**src/rtl/accel_pkg.sv**
```systemverilog
// Shared widths, int8 limits and small helpers for the accelerator datapath.
package accel_pkg;

  localparam int ACC_W    = 32;
  localparam int PIX_W    = 8;
  localparam int MULT_W   = 16;
  localparam int SHIFT_W  = 5;
  localparam int PROD_W   = 49;

  localparam int INT8_MAX = 127;
  localparam int INT8_MIN = -128;

  // Position of a sample inside its 2x2 window: {row parity, col parity}.
  typedef enum logic [1:0] {
    POS_TL = 2'b00,
    POS_TR = 2'b01,
    POS_BL = 2'b10,
    POS_BR = 2'b11
  } pool_pos_e;

  function automatic logic signed [PIX_W-1:0] smax(input logic signed [PIX_W-1:0] a,
                                                    input logic signed [PIX_W-1:0] b);
    return (a > b) ? a : b;
  endfunction

endpackage

```
**src/rtl/requant_unit.sv**
```systemverilog
// Two-stage requantiser: signed multiply, then round-half-up shift and int8 saturate.
// An opaque position tag travels alongside each valid sample.
module requant_unit
  import accel_pkg::*;
#(
  parameter int TAG_W = 8
) (
  input  logic                     clk,
  input  logic                     rst_n,
  input  logic                     in_valid,
  input  logic signed [ACC_W-1:0]  pixel_in,
  input  logic        [MULT_W-1:0] mult,
  input  logic        [SHIFT_W-1:0] shift,
  input  logic        [TAG_W-1:0]  tag_in,
  output logic                     out_valid,
  output logic signed [PIX_W-1:0]  q,
  output logic        [TAG_W-1:0]  tag_out
);

  localparam logic signed [PROD_W:0] SAT_HI = (PROD_W+1)'(INT8_MAX);
  localparam logic signed [PROD_W:0] SAT_LO = (PROD_W+1)'(INT8_MIN);

  logic signed [PROD_W-1:0] a_ext, m_ext, prod;
  logic                     v1;
  logic        [TAG_W-1:0]  tag1;

  logic signed [PROD_W:0]   half, rnd, r;
  logic signed [PIX_W-1:0]  q_n;

  always_comb begin
    a_ext = {{(PROD_W-ACC_W){pixel_in[ACC_W-1]}}, pixel_in};
    m_ext = {{(PROD_W-MULT_W){1'b0}}, mult};
  end

  always_ff @(posedge clk or negedge rst_n) begin
    if (!rst_n) begin
      v1   <= 1'b0;
      prod <= '0;
      tag1 <= '0;
    end else begin
      v1 <= in_valid;
      if (in_valid) begin
        prod <= a_ext * m_ext;
        tag1 <= tag_in;
      end
    end
  end

  // Rounding bias is 2^(shift-1), or nothing when shift is zero; one extra
  // bit of headroom keeps the biased sum from wrapping.
  always_comb begin
    half = '0;
    if (shift != '0) half[shift - 5'd1] = 1'b1;
    rnd = {prod[PROD_W-1], prod} + half;
    r   = rnd >>> shift;
    if (r > SAT_HI)      q_n = PIX_W'(INT8_MAX);
    else if (r < SAT_LO) q_n = PIX_W'(INT8_MIN);
    else                 q_n = r[PIX_W-1:0];
  end

  always_ff @(posedge clk or negedge rst_n) begin
    if (!rst_n) begin
      out_valid <= 1'b0;
      q         <= '0;
      tag_out   <= '0;
    end else begin
      out_valid <= v1;
      if (v1) begin
        q       <= q_n;
        tag_out <= tag1;
      end
    end
  end

endmodule

```
**src/rtl/requant_pool2x2.sv**
```systemverilog
// Requantise the accumulator stream to int8 and optionally 2x2/stride-2 max pool it.
// Pooling keeps one horizontal pair max per window in a half-width row buffer.
module requant_pool2x2
  import accel_pkg::*;
#(
  parameter int IMAGE_WIDTH  = 128,
  parameter int IMAGE_HEIGHT = 128
) (
  input  logic                      clk,
  input  logic                      rst_n,
  input  logic                      in_valid,
  input  logic signed [ACC_W-1:0]   pixel_in,
  input  logic                      frame_start,
  input  logic        [7:0]         width,
  input  logic        [MULT_W-1:0]  mult,
  input  logic        [SHIFT_W-1:0] shift,
  input  logic                      pool_en,
  output logic                      out_valid,
  output logic signed [PIX_W-1:0]   pixel_out
);

  localparam int COL_W  = $clog2(IMAGE_WIDTH);
  localparam int ADDR_W = COL_W - 1;
  localparam int DEPTH  = IMAGE_WIDTH / 2;

  if (IMAGE_WIDTH < 4 || (IMAGE_WIDTH % 2) != 0 || IMAGE_WIDTH > 256 || IMAGE_HEIGHT < 2) begin : g_param_check
    $error("requant_pool2x2: unsupported IMAGE_WIDTH/IMAGE_HEIGHT");
  end

  logic [COL_W-1:0] col, cur_col;
  logic             par, cur_par, last_col;

  always_comb begin
    cur_col  = frame_start ? '0 : col;
    cur_par  = frame_start ? 1'b0 : par;
    last_col = (8'(cur_col) == (width - 8'd1));
  end

  always_ff @(posedge clk or negedge rst_n) begin
    if (!rst_n) begin
      col <= '0;
      par <= 1'b0;
    end else if (in_valid) begin
      if (last_col) begin
        col <= '0;
        par <= ~cur_par;
      end else begin
        col <= cur_col + COL_W'(1);
        par <= cur_par;
      end
    end
  end

  logic                    v2;
  logic signed [PIX_W-1:0] q2;
  logic [COL_W:0]          tag2;
  logic [COL_W-1:0]        col2;
  logic                    par2;

  requant_unit #(
    .TAG_W(COL_W + 1)
  ) u_requant (
    .clk       (clk),
    .rst_n     (rst_n),
    .in_valid  (in_valid),
    .pixel_in  (pixel_in),
    .mult      (mult),
    .shift     (shift),
    .tag_in    ({cur_par, cur_col}),
    .out_valid (v2),
    .q         (q2),
    .tag_out   (tag2)
  );

  always_comb begin
    par2 = tag2[COL_W];
    col2 = tag2[COL_W-1:0];
  end

  pool_pos_e               pos;
  logic [ADDR_W-1:0]       addr;
  logic signed [PIX_W-1:0] held, rd, win_top, win_all;
  logic signed [PIX_W-1:0] rowbuf [DEPTH];

  always_comb begin
    pos     = pool_pos_e'({par2, col2[0]});
    addr    = col2[COL_W-1:1];
    rd      = rowbuf[addr];
    win_top = smax(held, q2);
    win_all = smax(win_top, rd);
  end

  // Top-row pair max is parked here until the matching odd-row pair arrives.
  always_ff @(posedge clk) begin
    if (v2 && pool_en && pos == POS_TR) rowbuf[addr] <= win_top;
  end

  always_ff @(posedge clk or negedge rst_n) begin
    if (!rst_n) begin
      held      <= '0;
      out_valid <= 1'b0;
      pixel_out <= '0;
    end else if (!pool_en) begin
      out_valid <= v2;
      if (v2) pixel_out <= q2;
    end else begin
      out_valid <= v2 && (pos == POS_BR);
      if (v2) begin
        case (pos)
          POS_TL, POS_BL: held      <= q2;
          POS_BR:         pixel_out <= win_all;
          default:        ;
        endcase
      end
    end
  end

endmodule
```
**config.mk**
```make
export PLATFORM = sky130hd
export DESIGN_NAME = requant_pool2x2
export DESIGN_NICKNAME = d
export VERILOG_FILES = /design/src/rtl/accel_pkg.sv /design/src/rtl/requant_unit.sv /design/src/rtl/requant_pool2x2.sv
export SDC_FILE = /design/constraint.sdc
export NUM_CORES = 2
export LEC_CHECK = 0
export ABC_AREA = 1
export BUFFER_PORTS_ARGS = -buffer_cell sky130_fd_sc_hd__buf_2
export CAP_MARGIN = 25
export CORE_UTILIZATION = 55
export CTS_CLUSTER_SIZE = 10
export DETAILED_ROUTE_END_ITERATION = 16
export PLACE_DENSITY = 0.75
export SYNTH_ARGS = -nofsm -noshare
export SYNTH_HDL_FRONTEND = slang
export SYNTH_HIERARCHICAL = 1
export SYNTH_SLANG_ARGS = --single-unit
```
**constraint.sdc**
```tcl
create_clock -name clk -period 4.29 [get_ports clk]
set_clock_uncertainty 0.1 [all_clocks]
set_input_delay 0.429 -clock clk [delete_from_list [all_inputs] [get_ports clk]]
set_output_delay 0.429 -clock clk [all_outputs]
set_load 0.01 [all_outputs]
```
## After elaboration in Yosys (flattened, before gate mapping)

Memory sizes are Yosys's and may differ from the RTL's.
Index checks and enable logic that the tools add are counted.

- Bits in read-only memories: 0
- Memory bits (writable): 512
- Bits in latches: 0
- Memories kept: 1
- Register bits: 100
- Input bits: 66
- Logic and storage cells: 57

Memory list:

| name | depth | bits a word | read ports | clocked after memory_dff | write ports | line | source |
|---|---|---|---|---|---|---|---|
| rowbuf | 64 | 8 | 1 | 0 | 1 | requant_pool2x2.sv:83 | `logic signed [PIX_W-1:0] rowbuf [DEPTH];` |

- Bitwise gates (word level): 1
- Reductions and logical operators: 9
- Equality and inequality tests: 5
- Divide/modulo/power cells: 0
- Muxes and demuxes: 18
- Shifts and indexed selects: 1
- Magnitude comparators: 6
- $mul: 1
- $add $sub $neg: 4

Operator list:

| operator | count |
|---|---|
| $mux W8 | 8 |
| $add A49 B33 Y50 | 1 |
| $gt A50 B8 Y1 const B | 1 |
| $lt A50 B8 Y1 const B | 1 |
| $sshr A50 B5 Y50 | 1 |
| $mul A32 B17 Y49 | 1 |
| $mux W32 | 1 |
| $gt A8 B8 Y1 | 2 |
| $mux W7 | 2 |
| $eq A7 B8 Y1 | 1 |
| $sub A8 B1 Y8 const B | 1 |
| $add A7 B1 Y7 const B | 1 |
| $lt A5 B7 Y1 const B | 1 |
| $mux W1 | 6 |
| $demux W1 S5 | 1 |
| $ge A5 B1 Y1 const B | 1 |
| $reduce_bool A5 Y1 | 1 |
| $sub A5 B1 Y5 const B | 1 |
| $eq A2 B2 Y1 const B | 2 |
| $logic_and A1 B1 Y1 | 4 |
| $reduce_and A3 Y1 | 1 |
| $eq A2 B1 Y1 const B | 1 |
| $logic_not A2 Y1 | 1 |
| $ne A2 B1 Y1 const B | 1 |
| other kinds (3) | 3 |

## Depth between registers and ports, before layout

- Word-level depth: 11
- Depth in mapped cells: 43

## Cells and area by module

The synthesis kept the hierarchy.

Modules (own cells, without submodules):

| module | area each (µm²) | times used | seq. area each (µm²) | cells an instance |
|---|---|---|---|---|
| requant_unit | 28930.2 | 1 | 1876.8 | 4354 |
| requant_pool2x2 | 24059.3 | 1 | 16000.3 | 2469 |

## Worst setup path before layout

No wires, ideal clock.

- Path type: input port to flip-flop
- Start point: in pixel_in[10]
- End point: reg u_requant.prod[45]
- Stages on the path: 28
- Buffers on the path: 2
- Path slack: -2231 ps
- Arrival time: 6288 ps
- Cells stage by stage: clkbuf_1 clkbuf_1 nand2_1 fa_1 inv_1 fa_1 inv_1 fa_1 fa_1 inv_1 fa_1 fa_1 ha_1 a21oi_1 o21ai_0 a21oi_1 o21ai_0 a21oi_1 inv_1 nand2_1 nand2_1 a31o_2 a31o_2 nand2_1 o2111ai_1 or2_2 nand3_1 o21ai_0

- Word-level cells in the longest chain between the ends: 1

Ends and longest elaborated chain:

| item | line | source |
|---|---|---|
| from (decl) | requant_pool2x2.sv:12 | `input logic signed [ACC_W-1:0] pixel_in,` |
| $mul A32 B17 Y49 | requant_unit.sv:43 | `prod <= a_ext * m_ext;` |
| to (signal assigned) | requant_unit.sv:43 |  |
| to (decl) | requant_unit.sv:23 | `logic signed [PROD_W-1:0] a_ext, m_ext, prod;` |

Every way passes these cells.
A chain may end at the register's enable or synchronous reset.

## Worst setup path in the final report

- Start point: in mult[2]
- End point: reg u_requant.prod[46]

- Word-level cells in the longest chain between the ends: 1

Ends and longest elaborated chain:

| item | line | source |
|---|---|---|
| from (decl) | requant_pool2x2.sv:15 | `input logic [MULT_W-1:0] mult,` |
| $mul A32 B17 Y49 | requant_unit.sv:43 |  |

Every way passes these cells.

==> impl_metrics.csv <==
group,metric,value,unit
placement,gp_congestion,0.984,
clock_network,cts.sink_count,612,
placement,port_buffers,74,
clock_network,clockBufferDepth,3,
synth,ys_ff_latch,612,
synth,avgSynthCellArea,7.77,µm²
detailed_routing,drc_errors,0,
floorplanning,die_w,312,µm
global_route,antenna_found_initial,3,
run_status,outcome,"finished, violations left",
timing,hold_violations,0,
placement,place_inst,8488,
worst_setup_path,critical_path.max_stage_delay,0.55,ns
floorplanning,io_pins,75,
worst_setup_path,critPathCaptureType,"flop",
global_route,track_usage,0.316,
synth,synth_area,0.0530,mm²
detailed_routing,ant_nets,0,
cells_and_area,fillers,7194,
floorplanning,die_y,312,µm
synth,yosysSeqAreaShare,0.337,
floorplanning,coreArea,0.0952,mm²
timing,relSlewSlack,0.247,
worst_setup_path,path_class,"input pin to flop",
floorplanning,placementRows,113,
clock_network,cts_tree,"yes",
timing,rsz0062_at_grt,"true",
job,drv_cap,0,
global_route,grt_pass1_vias,46786,
clock_network,cts_buffers,72,
floorplanning,initial_core_util,0.557,
cells_and_area,syn_to_final_growth,24.1,%
cells_and_area,drive_gt1_frac,0.232,
detailed_routing,wl_per_cell,18.3,µm
run_status,violations,"setup timing",
worst_setup_path,crit_fanout,5,
clock_network,cts_max_level,3,
global_route,overflow,0,
timing,period_minus_slack,5.65,ns
synth,synth_top_area_frac,0.290,
clock_network,clock-root-buffer,"clkbuf_16",
synth,async_reset_ff_frac,0.163,
timing,slew_viol_final,0,
synth,synth_top_area_cell,"edfxtp_1",
synth,synthTopCellsByArea,"edfxtp_1, nand2_1, fa_1",
timing,max_freq,0.177,GHz
timing,worst_slew_pin_slew,1.13,ns
clock_network,clkTransAtPathRegs,0.05,ns
synth,yosysUniqueCellTypes,52,
cells_and_area,multi_input_area,0.0335,mm²
clock_network,clock_latency,0.64,ns
worst_setup_path,worstPathRequired,4.67,ns
timing,fin_setup_tns,-36.99,ns
detailed_routing,vias,46843,
synth,yosys_warnings,6,
cells_and_area,instances_no_fill,8660,
placement,dpl.hpwl,115,mm
cells_and_area,layout.nets,8088,
worst_setup_path,critPathSlowestCell,"fa_1",
floorplanning,fp.dieArea,0.0976,mm²
synth,syn_inst,6823,
detailed_routing,vias_per_cell,5.41,
synth,synth_most_common_cell,"nand2_1",
detailed_routing,dr.pass1.iters,6,
synth,synth_flop_cell,"edfxtp_1",
global_route,grt_pass1_wl,243,mm
timing,setup_viol,45,
timing,worst_slack,-1.36,ns
detailed_routing,routed_wl,158,mm
timing,post-route-period-util,1.32,
worst_setup_path,worstPathArrival,6.03,ns
synth,synth_edf_count,512,
global_route,grt_max_degree,88,
synth,synth_common_cells,"nand2_1, inv_1, edfxtp_1",
detailed_routing,drt-initial-drc-count,3993,
synth,synth.net_count,7546,
cells_and_area,regArea,0.0179,mm²
worst_hold_path,hold_class,"input pin to flop",
worst_setup_path,cp-start-kind,"input pin",
-- worst max-delay path: cells and delay by family --
kind,cells,cell delay (ns)
adder cells (fa/ha/maj),7,2.98
AO/OA/AOI/OAI,11,1.59
buffers and inverters,9,0.62
AND/OR/NAND/NOR,4,0.39
-- per-layer routing --
layer  routed length, µm  global-route usage
met3                9620              0.0364
met1               59100               0.374
met4               10200               0.174
met2               79600               0.558
met5                   0                   0
-- flip-flops by register name, summed over array words and instances, names as in the netlist --
| register | count |
|---|---|
| col | 7 |
| held | 8 |
| out_valid | 1 |
| par | 1 |
| pixel_out | 8 |
| rowbuf | 512 |
| u_requant/out_valid | 1 |
| u_requant/prod | 49 |
| u_requant/q | 8 |
| u_requant/tag1 | 8 |
| u_requant/tag_out | 8 |
| u_requant/v1 | 1 |
-- layout by cell type (no fill, tap or decap), types with 63 or more instances in the layout --
| cell | n |
|---|---|
| buf_4 | 599 |
| clkbuf_16 | 74 |
| dfrtp_1 | 97 |
| edfxtp_1 | 512 |
| fa_1 | 481 |
| ha_1 | 100 |
| ha_4 | 63 |
| inv_1 | 1057 |
| inv_2 | 64 |
| nand2_1 | 2587 |
| nand2_2 | 211 |
| nand3_1 | 257 |
| nand3_2 | 179 |
| nor2_1 | 237 |
-- layout make-up --
type / count / share of cell area
Multi-Input combinational cell: 4787 / 0.510
Sequential cell: 612 / 0.272
Timing Repair Buffer: 760 / 0.0974
Inverter: 1132 / 0.0650
Clock buffer: 92 / 0.0287
Tap cell: 1265 / 0.0241
Clock inverter: 10 / 0.00284
Antenna cell: 2 / 0.0000761
-- kinds of logic after synthesis --
family / after synthesis / share of synthesized area
buffers and inverters: 1424 / 0.107
AOI/OAI and AO/OA: 311 / 0.0325
and+or+nand+nor: 3751 / 0.288
DFF: 612 / 0.337
adders and majority gates: 657 / 0.225
xor gates and xnor gates: 67 / 0.0111
other: 1 / 0.0000708
-- path summary, 6_finish.rpt --
kind | from | endpoint | slack, ns | cells after the start
worst min-delay path | frame_start | u_requant/tag1[7] | 0.03 | 4
worst max-delay path | mult[2] | u_requant/prod[46] | -1.36 | 31
worst max register to register | u_requant/prod[3] | u_requant/q[4] | 0.19 | 29
max in group asynchronous | rst_n | u_requant/q[3] | 2.97 | 3
worst min register to register | u_requant/tag1[4] | u_requant/tag_out[4] | 0.36 | 2
min in group asynchronous | rst_n | u_requant/q[6] | 0.24 | 2
-- per-stage QoR --
stage	setup slack [ns]	instance area, µm²	utilization	hold slack [ns]
after detailed placement	-2.20	59300	0.623	0.351
after floorplan	-1.75	54100	-	0.0334
after global routing	-1.64	65700	0.691	0.0349
final	-1.36	65700	0.691	0.0302
after CTS	-1.27	62600	0.658	0.00197
after global placement	-2.18	59300	0.623	0.349
-- repair_timing --
action	4_1_cts	5_1_grt
endpoints found under the setup margin	46	47
hold buffers	1	0
setup buffers	35	40
pin swaps	70	246
resized for setup	223	737
gates cloned	1	2
hold endpoints to repair	36	0
Power is left out: the tool's default activity adds up to more than one toggle a clock period on the data nets, which glitch-free logic cannot reach.
